## src/rtl/rsnn_param_stream_tx.sv

```systemverilog
// Host-side transmitter for the RSNN serial parameter load: takes a byte stream,
// shifts it out MSB-first one bit per receiver acknowledge, and watches for end_writing.
module rsnn_param_stream_tx #(
    parameter int TOTAL_BITS  = 312,
    parameter int ACK_TIMEOUT = 63,
    parameter int CNT_W       = 9
) (
    input  logic             clk,
    input  logic             reset,
    input  logic             i_start,
    input  logic [7:0]       i_byte_in,
    input  logic             i_byte_valid,
    output logic             o_byte_ready,
    input  logic             i_data_written,
    input  logic             i_end_writing,
    output logic             o_load_params,
    output logic             o_data_out,
    output logic             o_busy,
    output logic             o_done,
    output logic             o_error,
    output logic [CNT_W-1:0] o_bits_sent
);
    localparam int WAIT_W = $clog2(ACK_TIMEOUT + 1);
    localparam logic [CNT_W-1:0]  LAST_CNT  = CNT_W'(TOTAL_BITS);
    localparam logic [CNT_W-1:0]  FINAL_IDX = CNT_W'(TOTAL_BITS - 1);
    localparam logic [WAIT_W-1:0] WAIT_LAST = WAIT_W'(ACK_TIMEOUT - 1);

    typedef enum logic [2:0] {
        S_IDLE, S_REQ, S_FETCH, S_SHIFT, S_WAIT_END, S_DONE, S_ERR
    } state_t;

    state_t            r_state;
    state_t            w_next;
    logic [7:0]        r_shift;
    logic [2:0]        r_bit_in_byte;
    logic [WAIT_W-1:0] r_wait;
    logic [CNT_W-1:0]  r_bits_sent;

    logic w_final_bit;
    logic w_timeout;
    logic w_ack;
    logic w_launch;

    assign w_final_bit = (r_bits_sent == FINAL_IDX);
    assign w_timeout   = (r_wait == WAIT_LAST);
    assign w_ack       = (r_state == S_SHIFT) && i_data_written;
    assign w_launch    = ((r_state == S_IDLE) || (r_state == S_ERR)) && i_start;

    always_ff @(posedge clk or posedge reset) begin
        if (reset) r_state <= S_IDLE;
        else       r_state <= w_next;
    end

    always_comb begin
        w_next = r_state;
        case (r_state)
            S_IDLE:  if (i_start) w_next = S_REQ;
            S_REQ:   w_next = i_end_writing ? S_ERR : S_FETCH;
            S_FETCH: begin
                if (i_end_writing && (r_bits_sent < LAST_CNT)) w_next = S_ERR;
                else if (i_byte_valid)                         w_next = S_SHIFT;
            end
            S_SHIFT: begin
                // end_writing together with the last ack is a clean finish, anything else early is a violation
                if (i_data_written && i_end_writing && w_final_bit) w_next = S_DONE;
                else if (i_end_writing)                             w_next = S_ERR;
                else if (i_data_written) begin
                    if (r_bit_in_byte == 3'd7) w_next = w_final_bit ? S_WAIT_END : S_FETCH;
                end
                else if (w_timeout)                                 w_next = S_ERR;
            end
            S_WAIT_END: begin
                if (i_end_writing)  w_next = S_DONE;
                else if (w_timeout) w_next = S_ERR;
            end
            S_DONE:  w_next = S_IDLE;
            S_ERR:   if (i_start) w_next = S_REQ;
            default: w_next = S_IDLE;
        endcase
    end

    always_comb begin
        o_load_params = 1'b0;
        o_byte_ready  = 1'b0;
        o_data_out    = 1'b0;
        o_busy        = 1'b0;
        o_done        = 1'b0;
        o_error       = 1'b0;
        case (r_state)
            S_REQ:      begin o_load_params = 1'b1; o_busy = 1'b1; end
            S_FETCH:    begin o_byte_ready  = 1'b1; o_busy = 1'b1; end
            S_SHIFT:    begin o_data_out = r_shift[7]; o_busy = 1'b1; end
            S_WAIT_END: o_busy = 1'b1;
            S_DONE:     begin o_done = 1'b1; o_busy = 1'b1; end
            S_ERR:      o_error = 1'b1;
            default:    ;
        endcase
    end

    always_ff @(posedge clk or posedge reset) begin
        if (reset) begin
            r_shift       <= '0;
            r_bit_in_byte <= '0;
            r_wait        <= '0;
            r_bits_sent   <= '0;
        end else begin
            if ((r_state == S_FETCH) && (w_next == S_SHIFT)) begin
                r_shift       <= i_byte_in;
                r_bit_in_byte <= '0;
            end else if (w_ack) begin
                r_shift       <= {r_shift[6:0], 1'b0};
                r_bit_in_byte <= r_bit_in_byte + 3'd1;
            end

            // wait counter restarts on every state change and on every accepted bit
            if ((r_state != w_next) || w_ack)
                r_wait <= '0;
            else if ((r_state == S_SHIFT) || (r_state == S_WAIT_END))
                r_wait <= r_wait + WAIT_W'(1);

            if (w_launch)
                r_bits_sent <= '0;
            else if (w_ack && (r_bits_sent != LAST_CNT))
                r_bits_sent <= r_bits_sent + CNT_W'(1);
        end
    end

    assign o_bits_sent = r_bits_sent;

endmodule

```

## config.mk

```make
export PLATFORM = sky130hd
export DESIGN_NAME = rsnn_param_stream_tx
export DESIGN_NICKNAME = d
export VERILOG_FILES = /design/src/rtl/rsnn_param_stream_tx.sv
export SDC_FILE = /design/constraint.sdc
export NUM_CORES = 1
export LEC_CHECK = 0
export BUFFER_PORTS_ARGS = -buffer_cell sky130_fd_sc_hd__buf_2
export CORE_ASPECT_RATIO = 1.2
export CORE_MARGIN = 10
export CORE_UTILIZATION = 45
export DETAILED_ROUTE_END_ITERATION = 12
export HOLD_SLACK_MARGIN = 0.1
export PLACE_DENSITY_LB_ADDON = 0.3
export SETUP_SLACK_MARGIN = 0.5
export SYNTH_ARGS = -nofsm -noshare
export SYNTH_HDL_FRONTEND = slang
export SYNTH_SLANG_ARGS = --single-unit
```

## constraint.sdc

```tcl
create_clock -name clk -period 5.03 [get_ports clk]
set_input_delay 0.2515 -clock clk [delete_from_list [all_inputs] [get_ports clk]]
set_output_delay 0.2515 -clock clk [all_outputs]
set_load 0.02 [all_outputs]
```

==> results of run 1 <==
==> kinds of logic after synthesis <==
group	count (synthesis)	share of synthesized area [%]
AO/OA/AOI/OAI	28	13.61
XOR/XNOR	14	6.946
adder cells (fa/ha/maj)	6	4.252
buffers and inverters	19	4.465
flip-flops	29	41.11
multiplexers	2	1.134
AND/OR/NAND/NOR	93	28.49
==> worst min path at each step <==
stage | depth (start not counted) | endpoint | from
after detailed placement | 3 | r_shift[0] | i_byte_in[0]
after CTS | 3 | r_shift[0] | i_byte_in[0]
after floorplan | 1 | o_bits_sent[0] | reset
final | 3 | r_shift[0] | i_byte_in[0]
after global placement | 2 | r_shift[0] | r_shift[0]
after global routing | 3 | r_shift[0] | i_byte_in[0]
==> report_power, final <==
part	switching (W)	internal [W]
logic	0.000223	0.000163
clock network	0.0000833	0.000108
registers	0.0000886	0.000298
==> worst register-to-register path, cell delays in order, from the launching register on <==
cell and delay [ns]:
dfrtp_1 0.43, or3b_1 0.42, o2111ai_2 0.63, and3b_2 0.35, nand2_4 0.09, a2111oi_4 0.32
==> cell usage after synthesis (all sizes together) (6+ instances only) <==
cell type	number
a31oi	9
buf	6
clkbuf	6
dfrtp	29
ha	6
inv	7
nand2	30
nor2	22
nor3	8
xnor2	6
xor2	8
==> layer usage <==
metal / global-route usage, % / routed length [µm] / vias up
met2: 18.34 / 1717 / 35
met5: 0 / 0 / -
met1: 12.57 / 1658 / 667
met4: 5.316 / 62 / 0
li1: - / - / 705
met3: 4.868 / 298 / 5
==> stage by stage <==
| step | instance area (µm²) | hold WS [ns] | setup slack [ns] | total power (W) |
|---|---|---|---|---|
| 2_1_floorplan | 1765 | 0.3296 | 3.102 | 0.0007000 |
| 3_3_place_gp | 1918 | 0.4971 | 2.706 | 0.0007736 |
| 3_5_place_dp | 1918 | 0.5189 | 2.665 | 0.0007810 |
| 4_1_cts | 2004 | 0.2160 | 2.659 | 0.0009775 |
| 5_1_grt | 2004 | 0.2253 | 2.539 | 0.001046 |
| 6_report | 2004 | 0.2231 | 2.675 | 0.0009634 |
==> area by class of cell <==
class,count,area [µm²]
repair buffers,28,140.1
multi-input cells,143,960.9
flip-flops and latches,29,725.7
clock buffers,7,86.33
fillers,369,1719
inverters,7,26.28
well taps,52,65.06
==> sequential cells by signal, summed over array words and instances, names as in the netlist <==
signal         count
o_bits_sent        9
r_shift            8
r_wait             6
r_bit_in_byte      3
r_state            3
==> impl_metrics.csv, run 1 <==
group,metric,value,unit
placement,portBuffers,28,
job,max_cap_violations,0,
setup_path,cp.required,5.20,ns
logic_synthesis,yosysWarnings,0,
layout,area_growth,13.54,%
logic_synthesis,synthCells,191,
setup_path,worstSetupPathType,"reg -> reg",
setup_path,crit_cells,5,
route,antenna_left,0,
power_and_ir_drop,leakage,0.9230,nW
logic_synthesis,synth_top_cell_by_area,"dfrtp_1",
clock_network,cts-root-buf,"clkbuf_8",
floorplanning,start_util,47.41,%
setup_path,slowest_delay,0.63,ns
sta,tns,0,ns
sta,hold_viol,0,
setup_path,slowest_stage,"o2111ai_2",
setup_path,critPathTopFamily,"compound AO/OA/AOI/OAI gates",
route,vias,1412,
clock_network,numCtsBuffers,5,
setup_path,crit_fanout,20,
setup_path,worstPathArrival,2.53,ns
setup_path,reg2reg_from,"o_bits_sent[6]",
layout,post_layout_nonfiller_instances,266,
setup_path,end_kind,"flop",
layout,nets,234,
global_route,grt_overflow,0,
clock_network,cts_hold_buf,0,
global_route,grt_pass1_wl,6285,µm
outcome,status,"completed",
setup_path,crit_path_cell_trace,"or3b_1, o2111ai_2, and3b_2, nand2_4, a2111oi_4",
placement,place_congestion,0.7509,
layout,drive_above_1_share,21.96,%
setup_path,crit_path_end,"r_wait[1]",
floorplanning,dieArea,0.006839,mm²
sta,worstMarginPinSlew,1.105,ns
sta,slew_violations,0,
clock_network,h-tree-depth,2,
clock_network,cts_setup_buffers,0,
sta,rsz0062_at_grt,"no",
power_and_ir_drop,p_per_area,480.6,mW/mm²
setup_path,r2r_cells,5,
floorplanning,io_pins,29,
sta,max_freq,0.4245,GHz
clock_network,cts_resized,0,
global_route,grt_max_degree,30,
setup_path,r2r_slack,2.67,ns
sta,clock_skew,0.004129,ns
layout,layout_common_cells,"nand2_1 (29), dfrtp_1 (29), buf_2 (28)",
route,route.detailed.drc,0,
logic_synthesis,synth_edf_count,0,
layout,num_antenna_cells,0,
global_route,track_usage,11.27,%
clock_network,cts_tree,"yes",
floorplanning,fp-row-count,24,
setup_path,cp-start-kind,"flop",
placement,hpwl,2684,µm
logic_synthesis,syn-mean-instance-area,9.243,µm²
route,viasPerCell,5.308,
sta,fin_crit_sh,46.83,%
logic_synthesis,synth_top_area_share,41.11,%
logic_synthesis,ys_seq_area_share,41.11,%
global_route,antenna_found_initial,0,
logic_synthesis,ys_top_cells_by_area,"dfrtp_1 (41%), nand2_1 (6.2%), nor2_1 (4.7%), ha_1 (4.3%), xor2_1 (4.0%)",
clock_network,clock-sinks,29,
route,drtIter0Drc,72,
sta,slew_headroom,26.25,%
sta,period_needed,2.356,ns
floorplanning,die_y,88.62,µm
sta,finalSetupViolCount,0,
route,dr.pass1.iters,4,
placement,place_inst,259,
logic_synthesis,ys.flop_type,"dfrtp_1",
logic_synthesis,syn_area,0.001765,mm²
global_route,first_global_vias,1371,
logic_synthesis,syn_nets,211,
power_and_ir_drop,vdd_drop_max,259.2,µV
floorplanning,die_w,77.18,µm
logic_synthesis,async_reset_ff_share,100.0,%
floorplanning,core_area,0.003724,mm²
setup_path,crit-reg2reg-capture,"r_wait[1]",
hold_path,worstHoldPathType,"in -> reg",
setup_path,crit_path_start,"o_bits_sent[6]",
clock_network,worstSkewPairLatency,0.28,ns
route,wirelength,3736,µm
clock_network,clock_path_buffers,2,
layout,final_util,53.83,%
setup_path,crit_buf_inv,0,
route,avgRoutedWirePerCell,14.05,µm
logic_synthesis,yosysUniqueCellTypes,45,
clock_network,clkTransAtPathRegs,0.06,ns
logic_synthesis,synth-seq-cells,29,
(Power assumes the default switching activity.)
==> run 2: changes to the inputs <==
==> constraint.sdc (replaced) <==
create_clock -name clk -period 2.5 [get_ports clk]
set_input_delay 0.125 -clock clk [delete_from_list [all_inputs] [get_ports clk]]
set_output_delay 0.125 -clock clk [all_outputs]
set_load 0.02 [all_outputs]
==> run 2 against run 1 <==
Sequential cell count is the same. Utilization grew 2.0 points. Cell count grew 3.0%. Wire length grew 2.1%. Total power grew 110%. Clock-buffer cell count is the same. Non-clock buffer count grew 7. Sequential share of layout area shrank 1.2 points. Hold slack lost 0.11 ns. Register-to-register slack lost 2.1 ns. Critical path type unchanged. Largest cell class unchanged. Largest power group is now combinational cells.
==> impl_metrics.csv, run 2 (synthesis gave the netlist of run 1 again) <==
group,metric,value,unit
layout,num_antenna_cells,0,
setup_path,worstPathArrival,2.05,ns
global_route,first_global_vias,1360,
power_and_ir_drop,leakage,0.9626,nW
setup_path,cp.required,2.65,ns
power_and_ir_drop,swShare,40.43,%
layout,seq_area,728.2,µm²
layout,nets,241,
sta,slew_headroom,70.39,%
power_and_ir_drop,p_per_area,966.7,mW/mm²
setup_path,cp-start-kind,"flop",
sta,tns,0,ns
hold_path,hold_start,"i_byte_in[4]",
setup_path,crit_path_start,"o_bits_sent[0]",
layout,multi_input_area,960.9,µm²
route,avgRoutedWirePerCell,13.92,µm
global_route,grt_max_degree,30,
setup_path,reg2reg_from,"o_bits_sent[0]",
power_and_ir_drop,power_switching,0.0008128,W
job,max_cap_violations,0,
global_route,antenna_found_initial,0,
setup_path,worstSetupPathType,"reg -> reg",
sta,slew_violations,0,
power_and_ir_drop,clkPwrFrac,20.8,%
route,drtIter0Drc,162,
power_and_ir_drop,internal_power,0.001198,W
route,antenna_left,0,
route,route.detailed.drc,0,
route,dr.pass1.iters,4,
clock_network,clock_path_buffers,2,
clock_network,cts_tree,"yes",
floorplanning,fp-row-count,24,
hold_path,worstHoldPathType,"in -> reg",
floorplanning,die_y,88.62,µm
layout,layout_common_cells,"nand2_1 (29), buf_2 (28), dfrtp_1 (27)",
layout,largest_reg_flops,9,
clock_network,clkTransAtPathRegs,0.06,ns
placement,portBuffers,28,
floorplanning,io_pins,29,
outcome,status,"completed",
floorplanning,dieArea,0.006839,mm²
power_and_ir_drop,vdd_drop_max,462.3,µV
layout,final_common_cell,"nand2_1",
floorplanning,core_area,0.003724,mm²
setup_path,end_kind,"flop",
layout,nFillCells,375,
sta,worstMarginPinSlew,0.4431,ns
setup_path,slowest_stage,"dfrtp_1",
clock_network,cts_setup_buffers,0,
clock_network,worstSkewPairLatency,0.28,ns
clock_network,h-tree-depth,2,
placement,hpwl,2760,µm
floorplanning,die_w,77.18,µm
sta,hold_viol,0,
sta,fin_crit_sh,75.93,%
global_route,grt_pass1_wl,6520,µm
global_route,track_usage,11.67,%
sta,holdWs,0.1175,ns
layout,drive_above_1_share,25.23,%
power_and_ir_drop,p_comb_share,41.4,%
route,viasPerCell,5.266,
floorplanning,start_util,47.41,%
sta,rsz0062_at_grt,"no",
clock_network,clock-sinks,29,
sta,finalSetupViolCount,0,
sta,clock_skew,0.002594,ns
route,wirelength,3813,µm
global_route,grt_overflow,0,
setup_path,crit_path_cell_trace,"ha_1, and4b_1, and4_1, a32o_1, o21bai_4, nor3_2",
route,vias,1443,
power_and_ir_drop,power_frac_seq,37.7,%
layout,area_growth,17.79,%
placement,place_congestion,0.7934,
sta,max_freq,0.5268,GHz
setup_path,slowest_delay,0.43,ns
sta,period_needed,1.898,ns
clock_network,cts-root-buf,"clkbuf_8",
setup_path,crit_fanout,6,
clock_network,numCtsBuffers,5,
==> run 2: cell count changes in the layout (fill, tap and decap cells not counted), sizes merged <==
cell / before / now
clkinv: 0 / 1
buf: 28 / 33
dlygate4sd3: 0 / 2
==> run 2: worst paths after layout <==
path	slack, ns	to	cells after the start
setup reg to reg	0.60	r_wait[4]	6
setup / recovery	0.60	r_wait[4]	6
hold / removal	0.12	r_shift[4]	3
hold reg to reg	0.53	r_shift[4]	2
min in group asynchronous	0.46	r_shift[1]	4
max in group asynchronous	1.75	r_state[1]	4
==> run 2: layer usage <==
metal	share of wire, %	global-route usage [%]	vias to the layer above
li1	-	-	722
met5	0	0	-
met3	6.0	4.462	4
met2	45	17.58	35
met4	1.1	4.651	0
met1	48	14.77	682
==> run 2: layout make-up <==
cell class	count	area share [%]
multi-input combinational	143	46.21
clock inverter	1	0.2407
inverter	7	1.264
sequential	29	35.02
clock buffer	7	4.633
timing repair buffer	35	9.507
tap	52	3.129
==> run 2: power groups by stage <==
| stage | Sequential [W] | Clock, W | Combinational (W) |
|---|---|---|---|
| 4_1_cts | 0.000754 | 0.000431 | 0.000843 |
| 6_report | 0.000758 | 0.000419 | 0.000833 |
| 5_1_grt | 0.000788 | 0.000455 | 0.000927 |
| 3_5_place_dp | 0.000764 | 0 | 0.000835 |
| 2_1_floorplan | 0.000691 | 0 | 0.000717 |
| 3_3_place_gp | 0.000758 | 0 | 0.000817 |
==> run 2: what timing repair did <==
| action | CTS | global route |
|---|---|---|
| endpoints found under the setup margin | 0 | 6 |
| hold endpoints to repair | 30 | 0 |
| gates resized for setup | 0 | 2 |
| hold buffers | 2 | 0 |
==> run 2: critical path, delay by kind of cell (launching register included) <==
kind | cells | cell delay [ns]
adder cells (fa/ha/maj) | 1 | 0.26
AND/OR/NAND/NOR | 3 | 0.53
flip-flops | 1 | 0.43
AO/OA/AOI/OAI | 2 | 0.56
==> run 2: per-stage QoR <==
| step | instances | power [W] | instance area (µm²) | util, % | setup slack, ns |
|---|---|---|---|---|---|
| finish | 274 | 0.002010 | 2079 | 55.85 | 0.6017 |
| global route | 274 | 0.002170 | 2079 | 55.85 | 0.5098 |
| CTS | 274 | 0.002028 | 2077 | 55.78 | 0.5569 |
| detailed placement | 264 | 0.001599 | 1956 | 52.52 | 0.5744 |
| global placement | 264 | 0.001575 | 1956 | 52.52 | 0.6112 |
| floorplan | 191 | 0.001408 | 1765 | - | 0.5724 |
==> run 3: changes to the inputs <==
==> constraint.sdc (replaced) <==
create_clock -name clk -period 1.8 [get_ports clk]
set_input_delay 0.09 -clock clk [delete_from_list [all_inputs] [get_ports clk]]
set_output_delay 0.09 -clock clk [all_outputs]
set_load 0.02 [all_outputs]
==> run 3 against run 2 <==
The run now ends with negative setup slack left. Sequential power grew 31%. Die area is the same. Cell area grew 19%. Register-to-register slack lost 0.64 ns. Hold slack gained 0.064 ns. Critical path depth shrank 1. Largest power group unchanged. Highest routed layer unchanged.
==> impl_metrics.csv, run 3 (synthesis gave the netlist of run 1 again) <==
group,metric,value,unit
outcome,status,"finished, violations left",
outcome,violations,"negative setup slack",
route,dr.pass1.iters,4,
sta,worstMarginPinSlew,0.3865,ns
hold_path,worstHoldPathType,"in -> reg",
global_route,globalRoute.busiestLayer,"met2",
route,drtIter0Drc,84,
sta,rsz0062_at_grt,"yes",
setup_path,worstSetupPathType,"reg -> reg",
route,avgRoutedWirePerCell,14.72,µm
route,viasPerCell,5.218,
job,max_cap_violations,0,
power_and_ir_drop,clkPwrFrac,16.0,%
layout,area_growth,39.76,%
floorplanning,core_area,0.003724,mm²
sta,hold_viol,0,
global_route,track_usage,14.03,%
setup_path,cp-start-kind,"flop",
global_route,antenna_found_initial,0,
layout,design_area,0.002467,mm²
route,wirelength,4535,µm
placement,hpwl,3022,µm
global_route,grt_overflow,0,
setup_path,end_kind,"flop",
layout,largest_reg_flops,9,
power_and_ir_drop,leakage,1.138,nW
power_and_ir_drop,p_per_area,1295,mW/mm²
sta,fin_crit_sh,102.1,%
global_route,grt_pass1_wl,7962,µm
layout,seq_area,735.7,µm²
sta,period_needed,1.837,ns
power_and_ir_drop,power_switching,0.001288,W
layout,post_layout_nonfiller_instances,308,
floorplanning,io_pins,29,
global_route,use_met2,23.29,%
placement,dpl_worst_slack,-0.002933,ns
layout,num_antenna_cells,0,
clock_network,clock-sinks,29,
sta,max_freq,0.5442,GHz
layout,nFillCells,309,
global_route,grtUsageMet1,16.90,%
floorplanning,dieArea,0.006839,mm²
clock_network,clock_path_buffers,2,
global_route,first_global_vias,1654,
route,route.detailed.drc,0,
layout,drive_above_1_share,42.19,%
sta,layout_setup_ws,-0.03748,ns
setup_path,crit_fanout,6,
clock_network,cts_tree,"yes",
clock_network,h-tree-depth,2,
layout,layout_common_cells,"nand2_1 (28), buf_4 (28), buf_2 (27)",
power_and_ir_drop,internal_power,0.001908,W
global_route,grt_max_degree,30,
power_and_ir_drop,p_comb_share,52.8,%
sta,finalSetupViolCount,6,
layout,nets,275,
global_route,use_met3,4.970,%
layout,multi_input_area,0.001064,mm²
placement,portBuffers,28,
floorplanning,die_w,77.18,µm
placement,place_inst,281,
route,vias,1607,
sta,clock_skew,0.009141,ns
clock_network,worstSkewPairLatency,0.28,ns
sta,slew_violations,0,
sta,slew_headroom,74.23,%
clock_network,clkTransAtPathRegs,0.06,ns
setup_path,cp.required,1.95,ns
clock_network,numCtsBuffers,5,
route,antenna_left,0,
placement,place_congestion,0.8591,
placement,dpl_cell_area,0.002125,mm²
floorplanning,fp-row-count,24,
clock_network,cts-root-buf,"clkbuf_8",
power_and_ir_drop,vdd_drop_max,615.5,µV
setup_path,worstPathArrival,1.99,ns
power_and_ir_drop,power_frac_seq,31.2,%
power_and_ir_drop,swShare,40.30,%
floorplanning,die_y,88.62,µm
floorplanning,start_util,47.41,%
[run 3: cell types whose count changed in the layout (fill, tap and decap cells not counted), sizes merged]
cell         previous run  this run
clkinv                  1         2
buf                    33        60
dlygate4sd3             2         9
clkbuf                  7         6
[run 3: final cells by class]
type                       count  area share, %
multi-input combinational    143          43.10
clock buffer                   6          2.941
inverter                       7          1.166
clock inverter                 2         0.4057
timing repair buffer          69          19.93
sequential                    29          29.82
tap                           52          2.637
[run 3: stage by stage]
| stage | utilization, % | hold WS, ns | power [W] | setup TNS, ns |
|---|---|---|---|---|
| after global routing | 66.26 | 0.1838 | 0.003445 | -0.3520 |
| after detailed placement | 57.06 | 0.1855 | 0.002434 | -0.002933 |
| after CTS | 64.28 | 0.1774 | 0.003096 | 0 |
| final | 66.26 | 0.1819 | 0.003195 | -0.1295 |
| after global placement | 57.06 | 0.1737 | 0.002409 | 0 |
| after floorplan | - | 0.1676 | 0.002009 | 0 |
[run 3: repair_timing]
item,in CTS,in global routing
gates resized for setup,16,12
hold buffers,9,0
endpoints found under the setup margin,35,35
buffers inserted,7,3
pin swaps,6,12
hold endpoints to repair,37,0
[run 3: layer usage]
layer,part of all wire [%],wire (µm)
met3,6.3,287
met4,0.82,37
met5,0,0
met2,50,2256
met1,43,1954
[run 3: path summary, 6_finish.rpt]
| path | start | cells past startpoint | to | slack (ns) |
|---|---|---|---|---|
| min in group asynchronous | reset | 4 | r_shift[3] | 0.43 |
| worst min-delay path | i_start | 3 | r_state[2] | 0.18 |
| worst min register to register | r_shift[0] | 2 | r_shift[0] | 0.53 |
| worst max-delay path | o_bits_sent[7] | 5 | r_wait[1] | -0.04 |
| max in group asynchronous | reset | 4 | o_bits_sent[7] | 1.07 |
| worst max register to register | o_bits_sent[7] | 5 | r_wait[1] | -0.04 |
[run 3: power groups by stage]
| stage | sequential, W | combinational [W] | clock (W) |
|---|---|---|---|
| 2_1_floorplan | 0.000977 | 0.00103 | 0 |
| 3_3_place_gp | 0.000999 | 0.00141 | 0 |
| 3_5_place_dp | 0.00101 | 0.00143 | 0 |
| 4_1_cts | 0.000978 | 0.00159 | 0.000523 |
| 5_1_grt | 0.00102 | 0.00186 | 0.000567 |
| 6_report | 0.000996 | 0.00169 | 0.000512 |
[run 3: critical path, cell delays in order, from the launching register on]
cell and delay [ns]:
dfrtp_2 0.40, or3b_4 0.40, or3b_1 0.37, a31oi_2 0.23
o21bai_4 0.23, a2111oi_4 0.09
